[src/rtl/mesi_isc_cbus_snoop_resp.sv]
// Snoop responder for one CPU on the MESI coherence bus: tracks direct-mapped line states and acks bus commands.
// Optional snoop hit/miss counters are enabled with the MESI_ISC_SNOOP_STATS_EN macro.
module mesi_isc_cbus_snoop_resp #(
   parameter int CBUS_CMD_WIDTH = 3,
   parameter int ADDR_WIDTH     = 32,
   parameter int LINE_NUM       = 4,
   parameter int LINE_NUM_LOG2  = 2,
   parameter int WB_LATENCY     = 4
) (
   input  logic                      clk,
   input  logic                      rst,
   input  logic [ADDR_WIDTH-1:0]     cbus_addr_i,
   input  logic [CBUS_CMD_WIDTH-1:0] cbus_cmd_i,
   output logic                      cbus_ack_o,
   output logic                      en_wr_o,
   output logic                      en_rd_o,
   output logic                      wb_busy_o,
`ifdef MESI_ISC_SNOOP_STATS_EN
   output logic [15:0]               snoop_hit_cnt_o,
   output logic [15:0]               snoop_miss_cnt_o,
`endif
   input  logic                      fill_i,
   input  logic [ADDR_WIDTH-1:0]     fill_addr_i,
   input  logic [1:0]                fill_state_i,
   output logic                      fill_ready_o
);

   localparam int TAG_W = ADDR_WIDTH - LINE_NUM_LOG2;
   localparam logic [CBUS_CMD_WIDTH-1:0] CMD_WR_SNOOP = CBUS_CMD_WIDTH'(1);
   localparam logic [CBUS_CMD_WIDTH-1:0] CMD_RD_SNOOP = CBUS_CMD_WIDTH'(2);
   localparam logic [CBUS_CMD_WIDTH-1:0] CMD_EN_WR    = CBUS_CMD_WIDTH'(3);
   localparam logic [CBUS_CMD_WIDTH-1:0] CMD_EN_RD    = CBUS_CMD_WIDTH'(4);
   localparam logic [1:0] LS_I = 2'd0;
   localparam logic [1:0] LS_S = 2'd1;
   localparam logic [1:0] LS_E = 2'd2;
   localparam logic [1:0] LS_M = 2'd3;

   typedef enum logic [2:0] {ST_IDLE, ST_LOOKUP, ST_WB, ST_ACK, ST_WAIT_NOP} state_t;

   state_t                    state_q;
   logic [CBUS_CMD_WIDTH-1:0] cmd_q;
   logic [ADDR_WIDTH-1:0]     addr_q;
   logic [3:0]                wb_cnt_q;
   logic                      ack_q, en_wr_q, en_rd_q, wb_busy_q;
   logic [1:0]                line_st_q  [LINE_NUM];
   logic [TAG_W-1:0]          line_tag_q [LINE_NUM];
`ifdef MESI_ISC_SNOOP_STATS_EN
   logic [15:0]               hit_cnt_q, miss_cnt_q;
`endif

   logic [LINE_NUM_LOG2-1:0]  lk_idx_d, fill_idx_d;
   logic                      lk_hit_d, lk_m_d, in_snoop_d, in_en_d, in_nop_d, cmd_snoop_d;

   // Lookup is done against the captured address; lines cannot change between LOOKUP and ACK
   // because fills are only accepted in IDLE, so the same result is reused for the ACK update.
   always_comb begin
      lk_idx_d    = addr_q[LINE_NUM_LOG2-1:0];
      fill_idx_d  = fill_addr_i[LINE_NUM_LOG2-1:0];
      lk_hit_d    = (line_st_q[lk_idx_d] != LS_I) &&
                    (line_tag_q[lk_idx_d] == addr_q[ADDR_WIDTH-1:LINE_NUM_LOG2]);
      lk_m_d      = lk_hit_d && (line_st_q[lk_idx_d] == LS_M);
      in_snoop_d  = (cbus_cmd_i == CMD_WR_SNOOP) || (cbus_cmd_i == CMD_RD_SNOOP);
      in_en_d     = (cbus_cmd_i == CMD_EN_WR) || (cbus_cmd_i == CMD_EN_RD);
      in_nop_d    = !in_snoop_d && !in_en_d;
      cmd_snoop_d = (cmd_q == CMD_WR_SNOOP) || (cmd_q == CMD_RD_SNOOP);
   end

   assign fill_ready_o = (state_q == ST_IDLE) && in_nop_d;
   assign cbus_ack_o   = ack_q;
   assign en_wr_o      = en_wr_q;
   assign en_rd_o      = en_rd_q;
   assign wb_busy_o    = wb_busy_q;
`ifdef MESI_ISC_SNOOP_STATS_EN
   assign snoop_hit_cnt_o  = hit_cnt_q;
   assign snoop_miss_cnt_o = miss_cnt_q;
`endif

   always_ff @(posedge clk) begin
      if (rst) begin
         state_q   <= ST_IDLE;
         wb_cnt_q  <= 4'd0;
         ack_q     <= 1'b0;
         en_wr_q   <= 1'b0;
         en_rd_q   <= 1'b0;
         wb_busy_q <= 1'b0;
         for (int i = 0; i < LINE_NUM; i++) begin
            line_st_q[i]  <= LS_I;
            line_tag_q[i] <= '0;
         end
`ifdef MESI_ISC_SNOOP_STATS_EN
         hit_cnt_q  <= 16'd0;
         miss_cnt_q <= 16'd0;
`endif
      end else begin
         ack_q   <= 1'b0;
         en_wr_q <= 1'b0;
         en_rd_q <= 1'b0;
         case (state_q)
            ST_IDLE: begin
               if (in_snoop_d) begin
                  addr_q  <= cbus_addr_i;
                  cmd_q   <= cbus_cmd_i;
                  state_q <= ST_LOOKUP;
               end else if (in_en_d) begin
                  cmd_q   <= cbus_cmd_i;
                  state_q <= ST_ACK;
                  ack_q   <= 1'b1;
                  en_wr_q <= (cbus_cmd_i == CMD_EN_WR);
                  en_rd_q <= (cbus_cmd_i == CMD_EN_RD);
               end else if (fill_i) begin
                  line_st_q[fill_idx_d]  <= fill_state_i;
                  line_tag_q[fill_idx_d] <= fill_addr_i[ADDR_WIDTH-1:LINE_NUM_LOG2];
               end
            end
            ST_LOOKUP: begin
               if (lk_m_d) begin
                  state_q   <= ST_WB;
                  wb_cnt_q  <= 4'(WB_LATENCY);
                  wb_busy_q <= 1'b1;
               end else begin
                  state_q <= ST_ACK;
                  ack_q   <= 1'b1;
               end
            end
            ST_WB: begin
               if (wb_cnt_q == 4'd1) begin
                  state_q   <= ST_ACK;
                  wb_cnt_q  <= 4'd0;
                  wb_busy_q <= 1'b0;
                  ack_q     <= 1'b1;
               end else begin
                  wb_cnt_q <= wb_cnt_q - 4'd1;
               end
            end
            ST_ACK: begin
               state_q <= ST_WAIT_NOP;
               if (cmd_snoop_d && lk_hit_d) begin
                  if (cmd_q == CMD_WR_SNOOP)
                     line_st_q[lk_idx_d] <= LS_I;
                  else if (line_st_q[lk_idx_d] == LS_M || line_st_q[lk_idx_d] == LS_E)
                     line_st_q[lk_idx_d] <= LS_S;
               end
`ifdef MESI_ISC_SNOOP_STATS_EN
               if (cmd_snoop_d && lk_hit_d)  hit_cnt_q  <= hit_cnt_q + 16'd1;
               if (cmd_snoop_d && !lk_hit_d) miss_cnt_q <= miss_cnt_q + 16'd1;
`endif
            end
            ST_WAIT_NOP: begin
               if (in_nop_d) state_q <= ST_IDLE;
            end
            default: state_q <= ST_IDLE;
         endcase
      end
   end

endmodule
[config.mk]
export PLATFORM = sky130hd
export DESIGN_NAME = mesi_isc_cbus_snoop_resp
export DESIGN_NICKNAME = d
export VERILOG_FILES = /design/src/rtl/mesi_isc_cbus_snoop_resp.sv
export SDC_FILE = /design/constraint.sdc
export NUM_CORES = 1
export LEC_CHECK = 0
export CORE_UTILIZATION = 42
export CTS_CLUSTER_SIZE = 24
export DETAILED_ROUTE_END_ITERATION = 6
export PLACE_DENSITY = 0.72
export SETUP_SLACK_MARGIN = 0.4
export SYNTH_ARGS = -nofsm -noshare
export SYNTH_HDL_FRONTEND = slang
export SYNTH_SLANG_ARGS = --single-unit
[constraint.sdc]
create_clock -name clk -period 5.4 [get_ports clk]
set_input_delay 1.08 -clock clk [delete_from_list [all_inputs] [get_ports clk]]
set_output_delay 1.08 -clock clk [all_outputs]
set_load 0.03 [all_outputs]
# After elaboration in Yosys (flattened, before gate mapping)

Memory sizes are Yosys's and may differ from the RTL's. A register that Yosys moved wholly into a read port is not among the register bits.
Index checks and enable logic that the tools add are counted.

Register bits: 46
Bits in latches: 0
Memory bits (writable): 128
ROM bits: 0
Bits of input ports: 72
Memories kept: 2

Memories:

| name       | depth | width | rd ports | clocked after Yosys merged registers in | write ports | RTL line | RTL |
|---|---|---|---|---|---|---|---|
| line_tag_q | 4     | 30    | 1        | 1                                       | 4           | 46       | `logic [TAG_W-1:0] line_tag_q [LINE_NUM];` |
| line_st_q  | 4     | 2     | 1        | 1                                       | 4           | 45       | `logic [1:0] line_st_q [LINE_NUM];` |

$add $sub $neg: 1
Multiply operators: 0
Divide/modulo/power cells: 0
Order comparisons: 0
Eq/ne operators: 18
Shift operators: 0
Mux-type cells: 50
Bitwise logic cells: 4
Reductions and logical operators: 24

Operators with widths:

| cell                  | number |
|---|---|
| $eq A30 B30 Y1        | 1 |
| $mux W30              | 1 |
| $reduce_or A30 Y1     | 1 |
| $mux W1               | 29 |
| $mux W3               | 6 |
| $mux W2               | 8 |
| $eq A3 B2 Y1 const B  | 5 |
| $pmux W3 S5           | 1 |
| $reduce_and A3 Y1     | 4 |
| $eq A3 B1 Y1 const B  | 3 |
| $mux W4               | 2 |
| $pmux W4 S2           | 1 |
| $eq A3 B3 Y1 const B  | 2 |
| $ne A2 B2 Y1 const B  | 3 |
| $reduce_bool A2 Y1    | 3 |
| $logic_and A1 B1 Y1   | 5 |
| $eq A2 B2 Y1 const B  | 2 |
| $eq A4 B1 Y1 const B  | 1 |
| $logic_or A1 B1 Y1    | 4 |
| $reduce_or A2 Y1      | 2 |
| $reduce_or A4 Y1      | 1 |
| $sub A4 B1 Y4 const B | 1 |
| $logic_not A3 Y1      | 1 |
| $ne A3 B3 Y1 const B  | 1 |
| other kinds (6)       | 9 |

# Depth between registers and ports, before layout

Word-level depth: 11
Gate-level depth with buffers: 9

# Worst setup path after synthesis

Ideal clock, no wire load.

Kind: input -> register
Start point: in rst
End point: reg (tool-made name)
Data arrival time: 4.408 ns
Path slack: 0.871 ns
Cell stages on the path: 5
Path buffers: 1
Cells stage by stage: clkbuf_1 > inv_1 > nand2_1 > nor3_1 > mux2_2

RTL lines:

| item        | RTL line | RTL |
|---|---|---|
| from (decl) | 11       | `input logic rst,` |

# Worst setup path in the final report

Start point: in cbus_cmd_i[1]
End point: out fill_ready_o

Word-level cells in the longest chain between the ends: 5
Elaborated cells on any way between the ends: 10

Ends and longest elaborated chain:

| item                                       | RTL line | RTL |
|---|---|---|
| from (decl)                                | 13       | `input logic [CBUS_CMD_WIDTH-1:0] cbus_cmd_i,` |
| $eq A3 B1 Y1, or another cell as far along | 62       | `in_snoop_d = (cbus_cmd_i == CMD_WR_SNOOP) \|\| (cbus_cmd_i == CMD_RD_SNOOP);` |
| $logic_or A1 B1 Y1 (on tied branches)      | 62, 63   |  |
| $logic_not A1 Y1                           | 64       | `in_nop_d = !in_snoop_d && !in_en_d;` |
| $logic_and A1 B1 Y1 *                      | 64       |  |
| $logic_and A1 B1 Y1 *                      | 68       | `assign fill_ready_o = (state_q == ST_IDLE) && in_nop_d;` |
| to (decl)                                  | 25       | `output logic fill_ready_o` |

Mark *: on every way between the ends. The rest lies on a longest branch, timed or not.

==> run summary <==
status - finished, final reports clean
post-synth top area share - 63.5%
H-Tree Depth - 4
WHS Endpoint - wb_cnt_q[3]$_SDFFE_PP0P_
TNS Setup - 0 ns
final setup fails - 0
Synth Warn # - 0
top_reg_cell synth - edfxtp_1
Post-CTS Setup Bufs - 0
actual slew at the worst max-slew pin - 1.08 ns
final net count - 647
Non-Filler Instances - 815
Slew HR - 27.8%
crit path capture type - primary output
Post-synth top cells - 163 x edfxtp_1, 129 x and2_1, 32 x mux4_2
Vias/cell - 5.16
io pins - 77
met2 GRT Util - 29.1%
Crit Path Max Fanout - 5
gpl congestion - 0.853
die width - 137 um
Core ar. - 18000 um^2
fin. max-slew vios - 0
Net Count, Synth - 564
vias in the first global route - 4372
r2r setup slk - 1.63 ns
Most Used Layer, Global Route - met2
Clock Tree Buf Depth - 2
count leader, synth - edfxtp_1
site row count - 49
Clock Skew - 0.0103 ns
area grow syn2layout - 20.3%
Leak - 3.25 nW
total CTS buffers - 17
Yosys top cell by area - edfxtp_1
FF-to-FF End - line_st_q[0][1]$_SDFFCE_PN0P_
wire per inst - 18.8 um
Seq/Total Area, Yosys - 66.9%
die footprint - 18900 um^2
pre-CTS setup slack - 1.23 ns
first-pass GRT wire length - 23200 um
I/O Buffers - 76
met1 Use GR - 21.7%
RSZ-0062 raised after global routing - no
Clock Tree Root - clkbuf_16
worst skew pair latency - 0.43 ns
DRC - 0
hold_sp - wb_cnt_q[3]$_SDFFE_PP0P_
critical path class - input pin to primary output
gate count of the mapped netlist - 490
initial antenna violation count - 1
#FFs+latches synth - 176
Netlist cell types - 40
design area - 9270 um^2
dpl cells - 783
Final Critical Period - 4.05 ns
Reg clk slew, reported paths - 0.06 ns
f_max - 247 MHz
final hold violation count - 0
Setup crit start kind - input pin
CP Data Arrival Time - 2.97 ns
CTS Hold Bufs - 0
DR pass1 iterations - 4
routed wire length - 15300 um
post-synthesis async set-or-reset flop share - 0%
layout cells sized above 1 - 14.2%
DRT iter0 DRCs - 263
vias - 4208
Max-Cap Viols - 0
CTS tree - yes
number of synthesized flops with an enable pin - 163
slack of the critical path - 1.35 ns
top cells by area, synth - edfxtp_1 64%, and2_1 10%, mux4_2 9.4%, dfxtp_1 3.4%, xnor2_1 2.3%
TritonCTS Sinks - 176
peak supply drop - 218 uV
M3 GR Usage - 5.81%
largest net degree at the start of global routing - 36
Overall Global Routing Usage - 17.4%
total design power - 3.08 mW
Worst Reg-to-Reg Cells - 7
Resized Gates After CTS - 0
diode count - 0
type of the worst min-delay path - register to register
syn_area_per_cell - 15.7 um^2
Power Dens Cells - 332 nW/um^2
period utilisation layout - 74.9%
detailed placement HPWL - 9700 um
Placed Instance Area - 8730 um^2
Post-Syn Area - 7710 um^2
Starting Density - 42.9%
CP required - 4.32 ns
gr ovfl total - 0
Die Ht - 137 um
hold path depth - 1
Routed Antenna Nets - 0
[kinds of logic (layout without fill, tap and decap cells)]
kind of cell | after synthesis | after routing | synth area share (%)
flip-flops | 176 | 176 | 66.9
adder cells (fa/ha/maj) | 2 | 2 | 0.325
XOR/XNOR | 32 | 32 | 3.64
AO/OA/AOI/OAI | 24 | 24 | 2.44
AND/OR/NAND/NOR | 196 | 196 | 15.5
multiplexers | 33 | 33 | 9.50
buffers and inverters | 27 | 123 | 1.70
[critical path: stages]
cell	delay (ns)
clkdlybuf4s50_1	0.47
nor2_1	0.19
xor2_1	0.34
and2_1	0.21
clkdlybuf4s50_1	0.67
[report_power, final]
part	leakage [nW]	internal, mW	switching (mW)
Combinational	1.23	0.159	0.157
Sequential	1.75	1.58	0.0438
Clock	0.271	0.652	0.487
[per-layer routing]
metal	routed length (um)	part of all wire [%]	up-vias
met5	11	0.072	-
met4	146	0.95	2
met3	883	5.8	18
met2	7650	50	114
met1	6660	43	2107
li1	-	-	1967
[final cells by class]
cell class	count	area (um^2)
Inverter	5	18.8
Multi-Input combinational cell	287	2430
Timing Repair Buffer	86	836
Clock inverter	5	30.0
Tap cell	229	287
Sequential cell	176	5160
Clock buffer	27	514
Fill cell	1429	8690
[registers in the layout, indices dropped and copies added (netlist names), named ones only]
signal / cells
addr_q: 32
line_tag_q: 120
wb_busy_o: 1
en_wr_o: 1
cbus_ack_o: 1
cmd_q: 3
en_rd_o: 1
line_st_q: 8
wb_cnt_q: 4
state_q: 3
[metrics by stage]
| stage | hold slack (ns) | util, % |
|---|---|---|
| floorplan | 0.439 | - |
| global placement | 0.455 | 48.6 |
| detailed placement | 0.465 | 48.6 |
| CTS | 0.472 | 51.6 |
| global route | 0.506 | 51.6 |
| finish | 0.482 | 51.6 |
[cell usage in the layout (no fill, tap or decap), drive strengths merged]
cell           count
a21oi              6
a31o               1
a31oi              2
and2             129
and3b              1
and4               1
buf               10
clkbuf            27
clkdlybuf4s50     76
clkinv             4
dfxtp             13
edfxtp           163
ha                 2
inv                6
mux2               1
mux4              32
nand2             16
nand2b            11
nand3b             1
nand4              5
nor2              11
nor2b              1
nor3               7
nor3b              4
nor4               5
o2111ai            1
o21a               1
o21ai              5
o21bai             2
o31a               1
o31ai              3
o32ai              2
or2                2
or3                2
xnor2             20
xor2              12
[worst max path at each step]
stage / startpoint / slack, ns / cells past startpoint / endpoint
3_5_place_dp: cbus_cmd_i[1] / 1.23 / 8 / line_tag_q[1][1]$_SDFFCE_PN0P_
5_1_grt: cbus_cmd_i[1] / 1.27 / 5 / fill_ready_o
3_3_place_gp: cbus_cmd_i[1] / 1.27 / 6 / line_tag_q[0][1]$_SDFFCE_PN0P_
2_1_floorplan: rst / 0.87 / 5 / register
6_report: cbus_cmd_i[1] / 1.35 / 5 / fill_ready_o
4_1_cts: cbus_cmd_i[1] / 1.37 / 5 / fill_ready_o
No activity file was read; power rests on OpenSTA's default activity.
